**src/rtl/apb_req_arbiter_if.sv**
```systemverilog
// APB completer-side bus bundle for apb_req_arbiter.
// master = arbiter driving the bus, slave = the completer.
interface apb_req_arbiter_if #(
  parameter int ADDR_WIDTH = 32,
  parameter int DATA_WIDTH = 32
);
  logic [ADDR_WIDTH-1:0] paddr;
  logic                  psel;
  logic                  penable;
  logic                  pwrite;
  logic [DATA_WIDTH-1:0] pwdata;
  logic                  pready;
  logic [DATA_WIDTH-1:0] prdata;
  logic                  pslverr;

  modport master (
    output paddr, psel, penable, pwrite, pwdata,
    input  pready, prdata, pslverr
  );

  modport slave (
    input  paddr, psel, penable, pwrite, pwdata,
    output pready, prdata, pslverr
  );
endinterface

```
**src/rtl/apb_req_arbiter.sv**
```systemverilog
// Two-requester round-robin arbiter feeding one AMBA 3 APB completer.
// Optional ACCESS timeout (16 wait cycles -> slverr) under `APB_REQ_ARBITER_TIMEOUT_EN.
module apb_req_arbiter #(
  parameter int ADDR_WIDTH = 32,
  parameter int DATA_WIDTH = 32
) (
  input  logic                    pclk,
  input  logic                    preset,
  input  logic [1:0]              req_valid,
  output logic [1:0]              req_ready,
  input  logic [1:0]              req_write,
  input  logic [2*ADDR_WIDTH-1:0] req_addr,
  input  logic [2*DATA_WIDTH-1:0] req_wdata,
  output logic [1:0]              rsp_valid,
  output logic [DATA_WIDTH-1:0]   rsp_rdata,
  output logic                    rsp_slverr,
  apb_req_arbiter_if.master       apb
);
  localparam int NUM_REQ = 2;

  typedef enum logic [1:0] {IDLE, SETUP, ACCESS, DONE} state_t;

  state_t state, state_nxt;

  logic [NUM_REQ-1:0][ADDR_WIDTH-1:0] addr_lane;
  logic [NUM_REQ-1:0][DATA_WIDTH-1:0] wdata_lane;

  logic                  last_q;
  logic                  gnt_q;
  logic                  win;
  logic                  hs;
  logic                  to_hit;
  logic [ADDR_WIDTH-1:0] addr_q;
  logic                  write_q;
  logic [DATA_WIDTH-1:0] wdata_q;
  logic [DATA_WIDTH-1:0] rdata_q;
  logic                  slverr_q;

  for (genvar i = 0; i < NUM_REQ; i++) begin : g_lane
    assign addr_lane[i]  = req_addr[i*ADDR_WIDTH +: ADDR_WIDTH];
    assign wdata_lane[i] = req_wdata[i*DATA_WIDTH +: DATA_WIDTH];
  end

  // Contention goes to whoever was not granted last; otherwise the sole requester.
  always_comb begin
    if (&req_valid) win = ~last_q;
    else            win = ~req_valid[0];
  end

  always_comb begin
    req_ready = 2'b00;
    if (state == IDLE && !preset && |req_valid)
      req_ready = win ? 2'b10 : 2'b01;
  end

  assign hs = |(req_valid & req_ready);

`ifdef APB_REQ_ARBITER_TIMEOUT_EN
  logic [3:0] to_cnt;

  always_ff @(posedge pclk) begin
    if (preset || state != ACCESS) to_cnt <= 4'd0;
    else if (!apb.pready)          to_cnt <= to_cnt + 4'd1;
  end

  // Fires on the 16th consecutive stalled ACCESS cycle.
  assign to_hit = (state == ACCESS) && !apb.pready && (to_cnt == 4'hF);
`else
  assign to_hit = 1'b0;
`endif

  always_ff @(posedge pclk) begin
    if (preset) state <= IDLE;
    else        state <= state_nxt;
  end

  always_comb begin
    state_nxt = state;
    case (state)
      IDLE:    if (hs) state_nxt = SETUP;
      SETUP:   state_nxt = ACCESS;
      ACCESS:  if (apb.pready || to_hit) state_nxt = DONE;
      DONE:    state_nxt = IDLE;
      default: state_nxt = IDLE;
    endcase
  end

  always_ff @(posedge pclk) begin
    if (preset) begin
      last_q   <= 1'b1;
      gnt_q    <= 1'b0;
      addr_q   <= '0;
      write_q  <= 1'b0;
      wdata_q  <= '0;
      rdata_q  <= '0;
      slverr_q <= 1'b0;
    end else begin
      if (hs) begin
        last_q  <= win;
        gnt_q   <= win;
        addr_q  <= addr_lane[win];
        write_q <= req_write[win];
        wdata_q <= wdata_lane[win];
      end
      if (state == ACCESS && apb.pready) begin
        rdata_q  <= apb.prdata;
        slverr_q <= apb.pslverr;
      end else if (to_hit) begin
        rdata_q  <= '0;
        slverr_q <= 1'b1;
      end
    end
  end

  assign apb.psel    = (state == SETUP) || (state == ACCESS);
  assign apb.penable = (state == ACCESS);
  assign apb.paddr   = addr_q;
  assign apb.pwrite  = write_q;
  assign apb.pwdata  = wdata_q;

  always_comb begin
    rsp_valid  = 2'b00;
    rsp_slverr = 1'b0;
    rsp_rdata  = '0;
    if (state == DONE) begin
      rsp_valid  = gnt_q ? 2'b10 : 2'b01;
      rsp_slverr = slverr_q;
      rsp_rdata  = write_q ? '0 : rdata_q;
    end
  end
endmodule

```
**src/flat_wrapper.sv**
```systemverilog
// flat-port wrapper written by rule: the top's interface ports become plain ports
module apb_req_arbiter_flat 
#(
  parameter int ADDR_WIDTH = 32,
  parameter int DATA_WIDTH = 32
)
  (pclk, preset, req_valid, req_ready, req_write, req_addr, req_wdata, rsp_valid, rsp_rdata, rsp_slverr, apb_paddr, apb_psel, apb_penable, apb_pwrite, apb_pwdata, apb_pready, apb_prdata, apb_pslverr);
  apb_req_arbiter_if #(.ADDR_WIDTH(ADDR_WIDTH), .DATA_WIDTH(DATA_WIDTH)) apb_i ();
  input  logic pclk;
  input  logic preset;
  input  logic [1:0] req_valid;
  output logic [1:0] req_ready;
  input  logic [1:0] req_write;
  input  logic [2*ADDR_WIDTH-1:0] req_addr;
  input  logic [2*DATA_WIDTH-1:0] req_wdata;
  output logic [1:0] rsp_valid;
  output logic [DATA_WIDTH-1:0] rsp_rdata;
  output logic rsp_slverr;
  output wire logic [$bits(apb_i.paddr)-1:0] apb_paddr;
  output wire logic [$bits(apb_i.psel)-1:0] apb_psel;
  output wire logic [$bits(apb_i.penable)-1:0] apb_penable;
  output wire logic [$bits(apb_i.pwrite)-1:0] apb_pwrite;
  output wire logic [$bits(apb_i.pwdata)-1:0] apb_pwdata;
  input wire logic [$bits(apb_i.pready)-1:0] apb_pready;
  input wire logic [$bits(apb_i.prdata)-1:0] apb_prdata;
  input wire logic [$bits(apb_i.pslverr)-1:0] apb_pslverr;
  assign apb_paddr = apb_i.paddr;
  assign apb_psel = apb_i.psel;
  assign apb_penable = apb_i.penable;
  assign apb_pwrite = apb_i.pwrite;
  assign apb_pwdata = apb_i.pwdata;
  assign apb_i.pready = apb_pready;
  assign apb_i.prdata = apb_prdata;
  assign apb_i.pslverr = apb_pslverr;
  apb_req_arbiter #(.ADDR_WIDTH(ADDR_WIDTH), .DATA_WIDTH(DATA_WIDTH)) u_core (.pclk(pclk), .preset(preset), .req_valid(req_valid), .req_ready(req_ready), .req_write(req_write), .req_addr(req_addr), .req_wdata(req_wdata), .rsp_valid(rsp_valid), .rsp_rdata(rsp_rdata), .rsp_slverr(rsp_slverr), .apb(apb_i));
endmodule
```
**config.mk**
```make
export PLATFORM = sky130hd
export DESIGN_NAME = apb_req_arbiter_flat
export DESIGN_NICKNAME = d
export VERILOG_FILES = /design/src/rtl/apb_req_arbiter_if.sv /design/src/rtl/apb_req_arbiter.sv /design/src/flat_wrapper.sv
export SDC_FILE = /design/constraint.sdc
export NUM_CORES = 1
export LEC_CHECK = 0
export ABC_AREA = 1
export BUFFER_PORTS_ARGS = -buffer_cell sky130_fd_sc_hd__buf_4
export CAP_MARGIN = 10
export CELL_PAD_IN_SITES_DETAIL_PLACEMENT = 1
export CELL_PAD_IN_SITES_GLOBAL_PLACEMENT = 1
export CORE_MARGIN = 2
export CORE_UTILIZATION = 26
export CTS_CLUSTER_DIAMETER = 80
export DETAILED_ROUTE_END_ITERATION = 10
export GPL_ROUTABILITY_DRIVEN = 0
export GPL_TIMING_DRIVEN = 0
export PLACE_DENSITY_LB_ADDON = 0.1
export SLEW_MARGIN = 25
export SYNTH_ARGS = -nofsm -noshare
export SYNTH_HDL_FRONTEND = slang
export SYNTH_SLANG_ARGS = --single-unit
```
**constraint.sdc**
```tcl
create_clock -name pclk -period 1.3 [get_ports pclk]
set_input_delay 0.195 -clock pclk [delete_from_list [all_inputs] [get_ports pclk]]
set_output_delay 0.195 -clock pclk [all_outputs]
set_load 0.02 [all_outputs]
```
== Word-level counts from Yosys, hierarchy flattened ==
Cells that the tools add are included.
Word-level totals
  bits in registers: 102
  output and inout port bits: 104
  word-level logic and storage cells: 44
Cells by class
  magnitude comparators: 1
  equal/unequal tests: 5
  muxes and demuxes: 17
  bitwise operators: 3
  reductions and logical operators: 10
Operator list (number)
  $mux 32: 6
  $mux 2: 6
  $pmux 2 s4: 1
  $eq 2x2->1 const B: 2
  $mux 1: 4
  $ne 2x1->1 const B: 2
  $reduce_and 2->1: 2
  $reduce_or 2->1: 2
  $logic_and 1x1->1: 3
  $and 2x2->2: 1
  $eq 2x1->1 const B: 1
  $logic_not 2->1: 1
  $lt 1x2->1 const B: 1
  $not 1->1: 2
  $logic_not 1->1: 1
  $logic_or 1x1->1: 1

== Longest topological paths before layout ==
  depth in word-level cells: 8
  mapped depth: 10

== Worst setup path before layout ==
No wires, ideal clock.
  path kind: reg2out
  start: register u_core.state[1]
  end: output port rsp_rdata[10]
  arrival time: 1.356 ns
  path slack: -0.251 ns
  cell stages (with the launch flop): 6
  path through: dfxtp_1 ha_1 clkbuf_1 clkbuf_1 nand2_1 nor2_1
Between the ends
  word-level cells in the longest chain between the ends: 2
Ends and longest elaborated chain
  start, declared: RTL line apb_req_arbiter.sv:23  | state_t state, state_nxt;
  start signal, assigned: RTL line apb_req_arbiter.sv:74  | else state <= state_nxt;
  $eq 2x2->1: RTL line apb_req_arbiter.sv:125  | if (state == DONE) begin
  $mux 32: RTL line apb_req_arbiter.sv:125
  end, declared: RTL line flat_wrapper.sv:17  | output logic [DATA_WIDTH-1:0] rsp_rdata;
No other way between the ends.

== Worst setup path in the final report ==
  start: register u_core.state[1]
  end: output port rsp_rdata[13]
Same word-level chain as after synthesis.

==> results_dict.tcl <==
set metrics [dict create \
    fillers 2299 \
    p_per_area_mw_per_mm2 1550 \
    portBuffers 271 \
    core_mm2 0.0187 \
    fin_nets 1310 \
    post_dp_cell_area_mm2 0.00742 \
    hold_start "apb_prdata[0]" \
    crit_type "reg -> out" \
    synth_xor_area_share_pct 0 \
    io_pins 272 \
    swShare_pct 38.8 \
    start_util_pct 26.5 \
    layout_setup_ws_ns -0.398 \
    track_usage_pct 19.9 \
    num_vias 6029 \
    ys_warn_count 0 \
    clk_latency_ns 0.35 \
    cts_sinks 102 \
    die_area_mm2 0.0202 \
    synth_nets 987 \
    cp.depth 6 \
    seqPwrFrac_pct 30.6 \
    synth-compound-area-share_pct 3.94 \
    drt_wl_total_um 20800 \
    path_cells "ha_4 > clkbuf_16 > clkbuf_16 > nand2_4 > nor2_4 > buf_6" \
    fin_skew_ns 0.0127 \
    ir_drop_v 0.000713 \
    combPwrFrac_pct 49.6 \
    p_clk_share_pct 19.7 \
    cts_htree_levels 3 \
    r2r_end "u_core.apb.paddr[22]" \
    cp-end-kind "output pin" \
    whs_endpoint "u_core.rdata_q[0]" \
    slew_headroom_pct 65.4 \
    antenna_found_initial 0 \
    crit_buf_inv 3 \
    drive_above_1_share_pct 48.6 \
    tritoncts "built" \
    worstPathArrival_ns 1.50 \
    avgSynthCellArea_um2 6.08 \
    dpl.hpwl_um 14600 \
    tightest_slew_ns 0.519 \
    grt_max_degree 17 \
    die_y_um 142 \
    clk_pin_slew_ns 0.07 \
    start_kind "register" \
    diodes 0 \
    cp_max_fo 6 \
    wl_per_cell_um 15.1 \
    synth_top_family_by_area "simple AND/OR/NAND/NOR gates" \
    switching_power_mw 5.78 \
    max_freq_mhz 589 \
    drt_iter0_drc 170 \
    holdWs_ns 0.0768 \
    power.internal_mw 9.12 \
    cp_top_family "buffers and inverters" \
    r2r-start "u_core.state[1]" \
    clk_path_buf_depth 2 \
    yosysSeqAreaShare_pct 41.2 \
    grt_first_pass_wirelength_um 31300 \
    synth-simple-area-share_pct 42.7 \
    reg2reg_depth 12 \
    finalSetupViolCount 107 \
    synthAdderAreaFrac_pct 1.01 \
    status "finished, violations left" \
    rsz0062_at_grt "yes" \
    grt_pass1_vias 5943 \
    die_w_um 142 \
    synth.area.mux_share_pct 0 \
    dp_cells 1320 \
    dr.pass1.iters 4 \
    row_count 50 \
    failed_checks "setup timing" \
    finalHoldViolCount 0 \
    slowest_stage "dfxtp_4" \
    fin_crit_sh_pct 131 \
    grt_overflow_total 0 \
    period_minus_slack_ns 1.70 \
    hold_depth 3 \
    required_ns 1.11 \
    drt-vias-per-instance 4.38 \
    stdcell_count 1377 \
    crit_path_frequent_cell "clkbuf_16" \
    design_area_mm2 0.00962 \
    drv_slew 0 \
    syn_inst 815 \
    hp-class "in -> reg" \
    drc 0 \
    maxCapViolCount 0 \
    area.growth.synth_to_final_pct 94.1 \
    r2r_setup_slack_ns -0.29 \
    synth-seq-cells 102 \
    synth_area_mm2 0.00495 \
    antenna_left 0 \
    cts_buffers 9 \
    p_leak_nw 5.11 \
    cts-root-buf "clkbuf_16" \
    synth_cell_type_count 16 \
    max_stage_delay_ns 0.39 \
]
## synth_stat cells (all sizes together)
master    n  area (µm²)
buf      31         174
nor2    235         890
clkbuf   22        82.6
nand2   239         897
o21bai    1        7.51
o211ai    1        7.51
dfxtp   102        2040
a21oi     2        10.0
ha        4        50.1
o21ai    34         170
nand3    66         330
inv      78         293
## power groups by stage
stage | sequential (mW) | clock, mW | combinational (mW)
finish | 4.56 | 2.94 | 7.39
global route | 4.66 | 3.17 | 8.02
CTS | 4.45 | 3.03 | 6.87
detailed placement | 4.39 | 0 | 5.24
global placement | 4.35 | 0 | 5.20
floorplan | 4.95 | 0 | 2.56
## registers in the layout, indices dropped and copies added, names as in the netlist
signal and cells:
u_core.apb.paddr 32, u_core.apb.pwdata 32, u_core.apb.pwrite 1, u_core.gnt_q 1, u_core.last_q 1, u_core.rdata_q 32, u_core.slverr_q 1, u_core.state 2
## area by class of cell
cell class,count,area [µm²],area share [%]
buffer,51,534,5.56
timing repair buffer,314,2750,28.6
clock buffer,10,229,2.38
sequential,102,2050,21.3
clock inverter,6,86.3,0.898
inverter,78,308,3.20
multi-input combinational,582,3360,35.0
tap,234,293,3.04
## layout by cell type (no fill, tap or decap), drive strengths merged
master / netlist / routed
bufinv: 0 / 2
buf: 31 / 346
nor2: 235 / 235
o211ai: 1 / 1
ha: 4 / 4
dfxtp: 102 / 102
nand2: 239 / 239
inv: 78 / 78
a21oi: 2 / 2
o21ai: 34 / 34
nand3: 66 / 66
clkbuf: 22 / 29
o21bai: 1 / 1
clkinvlp: 0 / 1
clkinv: 0 / 3
## metrics by stage
step | worst slack [ns] | setup TNS [ns] | utilization, % | total power, mW
global placement | -0.406 | -31.06 | 39.7 | 9.55
CTS | -0.418 | -29.82 | 48.6 | 14.3
detailed placement | -0.399 | -30.60 | 39.7 | 9.63
floorplan | -0.125 | -2.54 | - | 7.51
finish | -0.398 | -27.61 | 51.4 | 14.9
global route | -0.466 | -35.80 | 51.4 | 15.8
## cells by family (layout without fill, tap and decap cells)
group / after synthesis / in the layout
DFF: 102 / 102
adders and majority gates: 4 / 4
and+or+nand+nor: 540 / 540
buffers and inverters: 131 / 459
AOI/OAI and AO/OA: 38 / 38
## how the worst max path moves through the flow
stage,startpoint,to
finish,u_core.state[1],rsp_rdata[13]
global route,u_core.state[1],req_ready[1]
CTS,u_core.state[1],rsp_rdata[26]
detailed placement,u_core.state[0],req_ready[1]
global placement,u_core.state[0],req_ready[1]
floorplan,u_core.apb.pwrite,rsp_rdata[11]
## per-layer routing
metal,vias up,GRT usage [%],part of all wire (%)
li1,3092,-,-
met1,2770,23.8,41
met2,152,35.5,52
met3,15,4.78,5.5
met4,0,5.32,1.2
met5,-,0,0
## worst min-delay path, cell delays in order
cell and delay [ns]:
buf_4 0.08, o21ai_1 0.05, nor2_1 0.07
## what timing repair did
action,4_1_cts,5_1_grt
gates cloned,13,1
resized for setup,229,181
setup buffers,25,10
pin swaps,82,78
hold buffers,0,0
setup endpoints to repair,136,137
Power figures use the tool's default switching activity.
